## config.mk

```make
export PLATFORM = sky130hd
export DESIGN_NAME = bf16_block_align_encoder
export DESIGN_NICKNAME = d
export VERILOG_FILES = /design/src/rtl/bf16_block_align_encoder.sv
export SDC_FILE = /design/constraint.sdc
export NUM_CORES = 1
export LEC_CHECK = 0
export CORE_MARGIN = 4
export CORE_UTILIZATION = 45
export CTS_BUF_LIST = sky130_fd_sc_hd__clkbuf_2 sky130_fd_sc_hd__clkbuf_4 sky130_fd_sc_hd__clkbuf_8
export DETAILED_ROUTE_END_ITERATION = 7
export PLACE_DENSITY = 0.72
export SLEW_MARGIN = 10
export SYNTH_ARGS = -nofsm -noshare
export SYNTH_HDL_FRONTEND = slang
export SYNTH_SLANG_ARGS = --single-unit
```

## constraint.sdc

```tcl
create_clock -name clk -period 12.7 [get_ports clk]
set_input_delay 2.54 -clock clk [delete_from_list [all_inputs] [get_ports clk]]
set_output_delay 2.54 -clock clk [all_outputs]
set_load 0.03 [all_outputs]
```

## src/rtl/bf16_block_align_encoder.sv

```systemverilog
// Block-floating-point front end: gathers N BF16 operands, finds the shared
// max exponent and streams each operand as a two's-complement mantissa aligned to it.
// Ports: clk, rst_n (sync, active low); in_valid/in_ready/in_data (BF16 operand in);
//        out_valid/out_ready, out_mant, out_exp, out_idx, out_last, out_special (aligned element out).
module bf16_block_align_encoder #(
    parameter int N     = 2,
    parameter int OUT_W = 12
) (
    input  logic                 clk,
    input  logic                 rst_n,
    input  logic                 in_valid,
    output logic                 in_ready,
    input  logic [15:0]          in_data,
    output logic                 out_valid,
    input  logic                 out_ready,
    output logic [OUT_W-1:0]     out_mant,
    output logic [7:0]           out_exp,
    output logic [$clog2(N)-1:0] out_idx,
    output logic                 out_last,
    output logic                 out_special
);

    localparam int IW = $clog2(N);
    localparam logic [IW-1:0] LAST = IW'(N - 1);

    typedef enum logic [1:0] {
        COLLECT,
        ALIGN,
        EMIT
    } state_t;

    state_t          state;
    logic [15:0]     op_buf [N];
    logic [IW-1:0]   wr_cnt;
    logic [7:0]      max_exp;
    logic            special;
    logic [IW-1:0]   nxt_idx;
    logic [7:0]      in_exp;

    assign in_ready = (state == COLLECT);
    assign nxt_idx  = out_idx + 1'b1;
    assign in_exp   = in_data[14:7];

    // Denormals flush to zero; shifts of OUT_W-1 or more leave nothing, so the
    // result is forced to zero and the sign is naturally lost.
    function automatic logic [OUT_W-1:0] encode(input logic [15:0] op,
                                                input logic [7:0]  mx);
        logic [7:0]       mag;
        logic [7:0]       d;
        logic [OUT_W-2:0] a;
        mag = (op[14:7] == 8'd0) ? 8'd0 : {1'b1, op[6:0]};
        d   = mx - op[14:7];
        if (d >= 8'(OUT_W - 1))
            a = '0;
        else
            a = {mag, {(OUT_W - 9){1'b0}}} >> d;
        encode = op[15] ? -{1'b0, a} : {1'b0, a};
    endfunction

    always_ff @(posedge clk) begin
        if (!rst_n) begin
            state       <= COLLECT;
            wr_cnt      <= '0;
            max_exp     <= '0;
            special     <= 1'b0;
            out_valid   <= 1'b0;
            out_mant    <= '0;
            out_exp     <= '0;
            out_idx     <= '0;
            out_last    <= 1'b0;
            out_special <= 1'b0;
            for (int i = 0; i < N; i++)
                op_buf[i] <= '0;
        end else begin
            unique case (state)
                COLLECT: begin
                    if (in_valid) begin
                        op_buf[wr_cnt] <= in_data;
                        if (in_exp > max_exp)
                            max_exp <= in_exp;
                        if (in_exp == 8'hFF)
                            special <= 1'b1;
                        if (wr_cnt == LAST) begin
                            wr_cnt <= '0;
                            state  <= ALIGN;
                        end else begin
                            wr_cnt <= wr_cnt + 1'b1;
                        end
                    end
                end
                ALIGN: begin
                    out_mant    <= encode(op_buf[0], max_exp);
                    out_exp     <= max_exp;
                    out_idx     <= '0;
                    out_last    <= 1'b0;
                    out_special <= special;
                    out_valid   <= 1'b1;
                    state       <= EMIT;
                end
                EMIT: begin
                    if (out_ready) begin
                        if (out_idx == LAST) begin
                            out_valid <= 1'b0;
                            out_last  <= 1'b0;
                            max_exp   <= '0;
                            special   <= 1'b0;
                            state     <= COLLECT;
                        end else begin
                            out_mant <= encode(op_buf[nxt_idx], max_exp);
                            out_idx  <= nxt_idx;
                            out_last <= (nxt_idx == LAST);
                        end
                    end
                end
                default: state <= COLLECT;
            endcase
        end
    end

endmodule

```

# Word-level counts from Yosys, hierarchy flattened

Memories as Yosys holds them, arrays and structs flattened.
Index checks and enable logic that the tools add are counted.

Bits in registers: 36
Bits in writable memories: 32
Input bits: 20
Output and inout port bits: 25
Word-level logic and storage cells: 91
Memories kept: 1

Add/sub/neg operators: 6
Magnitude comparators: 3
Equality and inequality tests: 10
Shift operators: 2
Mux-type cells: 46
Reductions and logical operators: 13

Memories:

| memory | words | width | read ports | clocked after Yosys merged registers in | wr ports | RTL line | source |
|---|---|---|---|---|---|---|---|
| op_buf | 2     | 16    | 2          | 0                                       | 2        | 33       | `logic [15:0] op_buf [N];` |

Operators with widths:

| cell                 | number |
|---|---|
| $mux W11             | 8 |
| $mux W12             | 4 |
| $mux W8              | 6 |
| $neg A11 Y12         | 2 |
| $pmux W12 S2         | 1 |
| $shr A11 B8 Y11      | 2 |
| $ge A8 B4 Y1 const B | 2 |
| $logic_not A8 Y1     | 2 |
| $mux W1              | 16 |
| $mux W16             | 1 |
| $pmux W8 S2          | 1 |
| $reduce_or A16 Y1    | 1 |
| $sub A8 B8 Y8        | 2 |
| $reduce_and A5 Y1    | 2 |
| $eq A8 B8 Y1 const B | 1 |
| $gt A8 B8 Y1         | 1 |
| $mux W2              | 4 |
| $ne A2 B2 Y1 const B | 4 |
| $pmux W1 S2          | 4 |
| $ne A2 B1 Y1 const B | 3 |
| $pmux W2 S3          | 1 |
| $reduce_and A3 Y1    | 2 |
| $reduce_and A2 Y1    | 2 |
| $reduce_and A4 Y1    | 1 |
| other kinds (5)      | 7 |

# Depth between registers and ports, before layout

An unclocked memory read counts as a cell.

Word-level depth: 15
Mapped depth: 20
Depth with buffers taken out: 17

# Least setup slack after synthesis

OpenSTA, ideal clock, no wires.

Kind: flip-flop to flip-flop
Start point: register out_idx
End point: register out_mant[8]
Library setup time: 126 ps
Data arrival time: 4803 ps
Required time: 12574 ps
Slack: 7771 ps
Cell stages (with the launch flop): 20
Buffers on the path: 4
Period minus slack after synthesis: 4929 ps
Cell sequence: dfxtp_1 > buf_2 > buf_2 > buf_1 > mux2_2 > ha_1 > inv_1 > fa_1 > buf_6 > mux2i_1 > mux4_2 > o21a_1 > mux2i_1 > nand2_1 > ha_1 > nand2_1 > a21oi_2 > a221o_1 > a311oi_1 > o21ai_1

Cells in the longest elaborated chain, start to end: 15
Elaborated cells between the ends (all ways): 19
Classes of those cells: add/sub: 3; order compare: 1; eq/ne: 1; shift: 1; mux: 10; reduce/logical: 2; memory: 1

Ends and longest elaborated chain:

| what                                                                    | RTL line | source |
|---|---|---|
| start, declared                                                         | 18       | `output logic [$clog2(N)-1:0] out_idx,` |
| start signal, assigned                                                  | 110      | `out_idx <= nxt_idx;` |
| parallel branches: the longest is 15 deep, another holds $mem_v2 Z2 W16 | n/a      |  |
| end signal, assigned                                                    | 92       | `out_mant <= encode(op_buf[0], max_exp);` |
| end signal, assigned                                                    | 109      | `out_mant <= encode(op_buf[nxt_idx], max_exp);` |
| end, declared                                                           | 16       | `output logic [OUT_W-1:0] out_mant,` |

Parallel ways; which one is timed is not known. The select of a mux whose other input is x is not followed.
A chain may end at the register's enable or synchronous reset.

# Worst setup path after layout

Start point: register out_idx
End point: register out_mant[7]

The elaborated chain is that of the path after synthesis.

==> summary by stage <==
STA
The worst-case headroom to the max-slew limit is 0.254. Across all hold checks on the routed design, the worst slack comes to 0.457 ns. Summed over all failing endpoints, the final setup total negative slack is 0 ns. Setup repair after global routing left no endpoint under its margin. The number of endpoints failing setup at the final stage is 0. The maximum clock frequency is 202 MHz.

Dividing the final minimum period by the clock period gives 0.389. At the pin with the least slew margin, the transition time is 1.12 ns. The total count of hold-check failures in the final report is 0. The max-slew violation total from the final report came to 0. Across the routed clock network, the largest skew measured is 0.0178 ns. The minimum setup slack in the final design is 7.76 ns. The routed design could run at a clock period as short as 4.94 ns.

Floorplan
From left edge to right edge, the die measures 118 um. The number of cell rows is 39. The floorplan step defined a die boundary enclosing 14000 sq um. The chip height is 118 um. For this design the top-level I/O count stands at 45. The core area is 11700 sq um. The initial utilization of the core area, before any placement, comes to 0.468.

Critical path
STA classifies the critical path endpoint as a register. By startpoint and endpoint, the worst setup path is classified as reg -> reg. The worst setup path is launched from a register.

Data arrives at the worst endpoint at 5.19 ns. The slack of the worst reg-to-reg path is 7.76 ns. The number of cells traversed by the worst register-to-register path is 14. The required time of the worst setup path is 12.94 ns. The worst register-to-register path ends at out_mant[7]. Of all nets on the critical path, the largest fanout is 31.

The startpoint identified for the worst register-to-register timing path is out_idx.

Yosys
The number of register bits inferred by synthesis is 68. The count of distinct cell types in the synthesized netlist is 73. The largest family of logic cells by synthesized area is simple AND/OR/NAND/NOR gates.

The number of nets produced by synthesis is 703. The synthesized netlist occupies a cell area of 5460 sq um. The number of enable-type register cells in the synthesized netlist is 32. The area share of xor/xnor cells in the synthesized design is 0.0305.

For this run, the number of Yosys warnings is 0. The adder-cell area share of the yosys netlist is 0.0670. The compound-cell area share of the yosys netlist is 0.196. The per-instance average area after synthesis is 8.33 sq um. The most used flip-flop cell after synthesis is sky130_fd_sc_hd__dfxtp_1. Of all flip-flops after synthesis, the portion carrying an async set or reset was 0.

The post-synthesis mux area share is 0.0958. Of the total synthesized cell area, the portion taken by AND, OR, NAND and NOR gates is 0.251. The share of the yosys chip area belonging to registers is 0.308. The count of mapped cells out of synthesis is 655.

Power
Total power for the finished layout comes to 748 uW. The maximum ir drop on the vdd rail is 0.0839 mV. The analysis attributes to cell leakage a power of 0.00228 uW.

The ratio of total power to cell area is 121 nW/um^2.

Clock tree
The root buffer cell chosen for the clock tree is sky130_fd_sc_hd__clkbuf_8. Once the clock tree was built, the resizer swapped 0 gates to a different size. After clock tree synthesis, the flow added hold-fix buffers numbering 0. The number of setup buffers added after CTS is 0. Clock tree synthesis inserted a total of 9 buffers.

The TritonCTS clock tree is done. The clock passes through at most 2 buffers. The CTS sink count is 68.

The register clock-pin slew on the reported worst setup and hold paths is 0.08 ns. The clock insertion delay at the later pin of the skew report is 0.37 ns. In this run the number of H-tree levels came out at 3.

Final layout
The count of nets after finishing is 729. The repair_antennas step left the layout with diodes totalling 0. Compared with the post-synthesis result, the final layout area differs by 13.1%. Of the cells placed in the final design, the portion with a size suffix greater than 1 is 0.0700.

The utilization after layout is 0.529.

Min path
The worst hold path cell count is 2. The startpoint of the tightest hold check path is out_exp[5]. The path category of the worst min-delay check is reg -> reg.

For hold timing, the worst endpoint is out_exp[5].

Global routing
Entering global routing, the biggest net connects 32 pins. In the global route stage, met2 resource usage came out at 0.359. The global-route total usage across every layer is 0.215. The met3 track demand over resource in global routing is 0.0432. The via count of the first global-routing pass was 4910.

For met1 alone, demand over resource in global routing was 0.274. For this run the aggregate overflow at the end of global routing stands at 0. The first global-routing pass estimated 24.6 mm of wire. The initial antenna violation count is 0. The peak-usage layer in the global routing report is met2.

Outcome
The flow ran to the end, and the final reports show no timing, DRC or antenna violations.

Route
The aggregate routed wire length is 14.7 mm. The number of DRC markers after the initial detailed-route iteration is 444. The number of DRC violations after detailed routing is 0. The post-detailed-route via-to-cell ratio is 6.07.

The first detailed-routing pass ran for 5 iterations. After detailed routing, the average wire length per cell comes to 17.7 um. The detail route stage leaves a number of antenna-violating nets equal to 0. Detailed routing inserted a total of 5029 vias.

Placed design
The final RePlAce weighted congestion is 0.906. The final HPWL from detailed placement is 11.2 mm. Input and output buffers added on the ports amount to 44. Prior to clock tree synthesis, the placed netlist has a worst setup slack of 7.45 ns.

Run
Max-cap violations in this run came to 0.
[where the power goes]
group	internal (uW)	total (uW)	switching (uW)	leakage (uW)
clock network	97.3	184	86.2	0.000107
logic	118	304	186	0.00154
registers	244	261	16.7	0.000631
total	459	748	289	0.00228
[cells in the mapped netlist (18+ instances only)]
| library cell | n | area, sq um |
|---|---|---|
| sky130_fd_sc_hd__a21oi_1 | 52 | 260 |
| sky130_fd_sc_hd__and2_1 | 31 | 194 |
| sky130_fd_sc_hd__clkbuf_1 | 28 | 105 |
| sky130_fd_sc_hd__dfxtp_1 | 36 | 721 |
| sky130_fd_sc_hd__edfxtp_1 | 32 | 961 |
| sky130_fd_sc_hd__ha_1 | 26 | 325 |
| sky130_fd_sc_hd__inv_1 | 35 | 131 |
| sky130_fd_sc_hd__mux2i_1 | 23 | 230 |
| sky130_fd_sc_hd__nand2_1 | 61 | 229 |
| sky130_fd_sc_hd__nand2b_1 | 19 | 119 |
| sky130_fd_sc_hd__nand3_1 | 34 | 170 |
| sky130_fd_sc_hd__nor2_1 | 44 | 165 |
| sky130_fd_sc_hd__o21ai_0 | 18 | 90.1 |
[sequential cells by signal (all words and copies together) (netlist names)]
signal and cells:
out_valid 1, out_idx 1, max_exp 8, op_buf 32, special 1, out_special 1
state 2, out_exp 8, out_mant 12, out_last 1, wr_cnt 1
[through the flow]
| stage | instance area [sq um] | cells |
|---|---|---|
| floorplan | 5460 | 655 |
| global placement | 5980 | 813 |
| detailed placement | 5980 | 813 |
| CTS | 6170 | 829 |
| global route | 6170 | 829 |
| finish | 6170 | 829 |
[worst max-delay path by stage]
stage          startpoint          end  slack, ns  cells after the start
4_1_cts           out_idx  out_mant[7]       7.85                     14
3_5_place_dp   in_data[8]   max_exp[4]       7.45                     11
3_3_place_gp   in_data[8]   max_exp[1]       7.66                     11
5_1_grt           out_idx  out_mant[8]       7.48                     16
6_report          out_idx  out_mant[7]       7.76                     14
2_1_floorplan     out_idx  out_mant[8]       7.77                     19
[cells in the final DEF (no fill, tap or decap), types with 8 or more instances in the layout]
cell type / Yosys / routed
sky130_fd_sc_hd__a21oi_1: 52 / 52
sky130_fd_sc_hd__and2_1: 31 / 31
sky130_fd_sc_hd__nand2_1: 61 / 61
sky130_fd_sc_hd__ha_1: 26 / 26
sky130_fd_sc_hd__mux2i_1: 23 / 23
sky130_fd_sc_hd__clkbuf_8: 0 / 10
sky130_fd_sc_hd__dfxtp_1: 36 / 36
sky130_fd_sc_hd__o21ai_1: 16 / 17
sky130_fd_sc_hd__xnor2_1: 10 / 10
sky130_fd_sc_hd__nand2b_1: 19 / 19
sky130_fd_sc_hd__and3_1: 9 / 9
sky130_fd_sc_hd__edfxtp_1: 32 / 32
sky130_fd_sc_hd__nor2_1: 44 / 44
sky130_fd_sc_hd__nand3_1: 34 / 34
sky130_fd_sc_hd__o21ai_0: 18 / 16
sky130_fd_sc_hd__inv_1: 35 / 35
sky130_fd_sc_hd__nor2b_1: 9 / 9
sky130_fd_sc_hd__xor2_1: 9 / 9
sky130_fd_sc_hd__nor3_1: 13 / 13
sky130_fd_sc_hd__mux2_2: 8 / 8
sky130_fd_sc_hd__nand4_1: 8 / 8
sky130_fd_sc_hd__clkdlybuf4s50_1: 0 / 44
sky130_fd_sc_hd__o31ai_1: 8 / 8
[cells by family after synthesis]
family	Yosys count
AND/OR/NAND/NOR	264
buffers and inverters	71
multiplexers	42
adder cells (fa/ha/maj)	28
AO/OA/AOI/OAI	163
flip-flops	68
XOR/XNOR	19
[critical path, stage by stage (launching register included)]
cell and delay [ns]:
sky130_fd_sc_hd__dfxtp_1 0.31, sky130_fd_sc_hd__buf_4 0.37, sky130_fd_sc_hd__mux2_2 0.25, sky130_fd_sc_hd__ha_1 0.16, sky130_fd_sc_hd__inv_1 0.05, sky130_fd_sc_hd__fa_1 1.10, sky130_fd_sc_hd__mux2i_1 0.20, sky130_fd_sc_hd__and3_1 0.24
sky130_fd_sc_hd__or2_0 0.19, sky130_fd_sc_hd__o41ai_1 0.95, sky130_fd_sc_hd__nand2b_1 0.11, sky130_fd_sc_hd__a31oi_1 0.22, sky130_fd_sc_hd__mux2_1 0.38, sky130_fd_sc_hd__a22oi_1 0.18, sky130_fd_sc_hd__o21ai_1 0.08
[metal layers]
| metal | routed length (um) | vias up |
|---|---|---|
| met2 | 7060 | 137 |
| met3 | 663 | 36 |
| met5 | 0 | - |
| met1 | 6560 | 2384 |
| met4 | 397 | 0 |
| li1 | - | 2472 |
[layout make-up]
| cell class | count | area, sq um |
|---|---|---|
| clock buffer | 11 | 145 |
| clock inverter | 5 | 51.3 |
| fill | 1075 | 5490 |
| inverter | 37 | 139 |
| multi-input combinational | 516 | 3500 |
| sequential | 68 | 1680 |
| tap | 143 | 179 |
| timing repair buffer | 49 | 478 |
No activity file was read; power rests on OpenSTA's default activity.
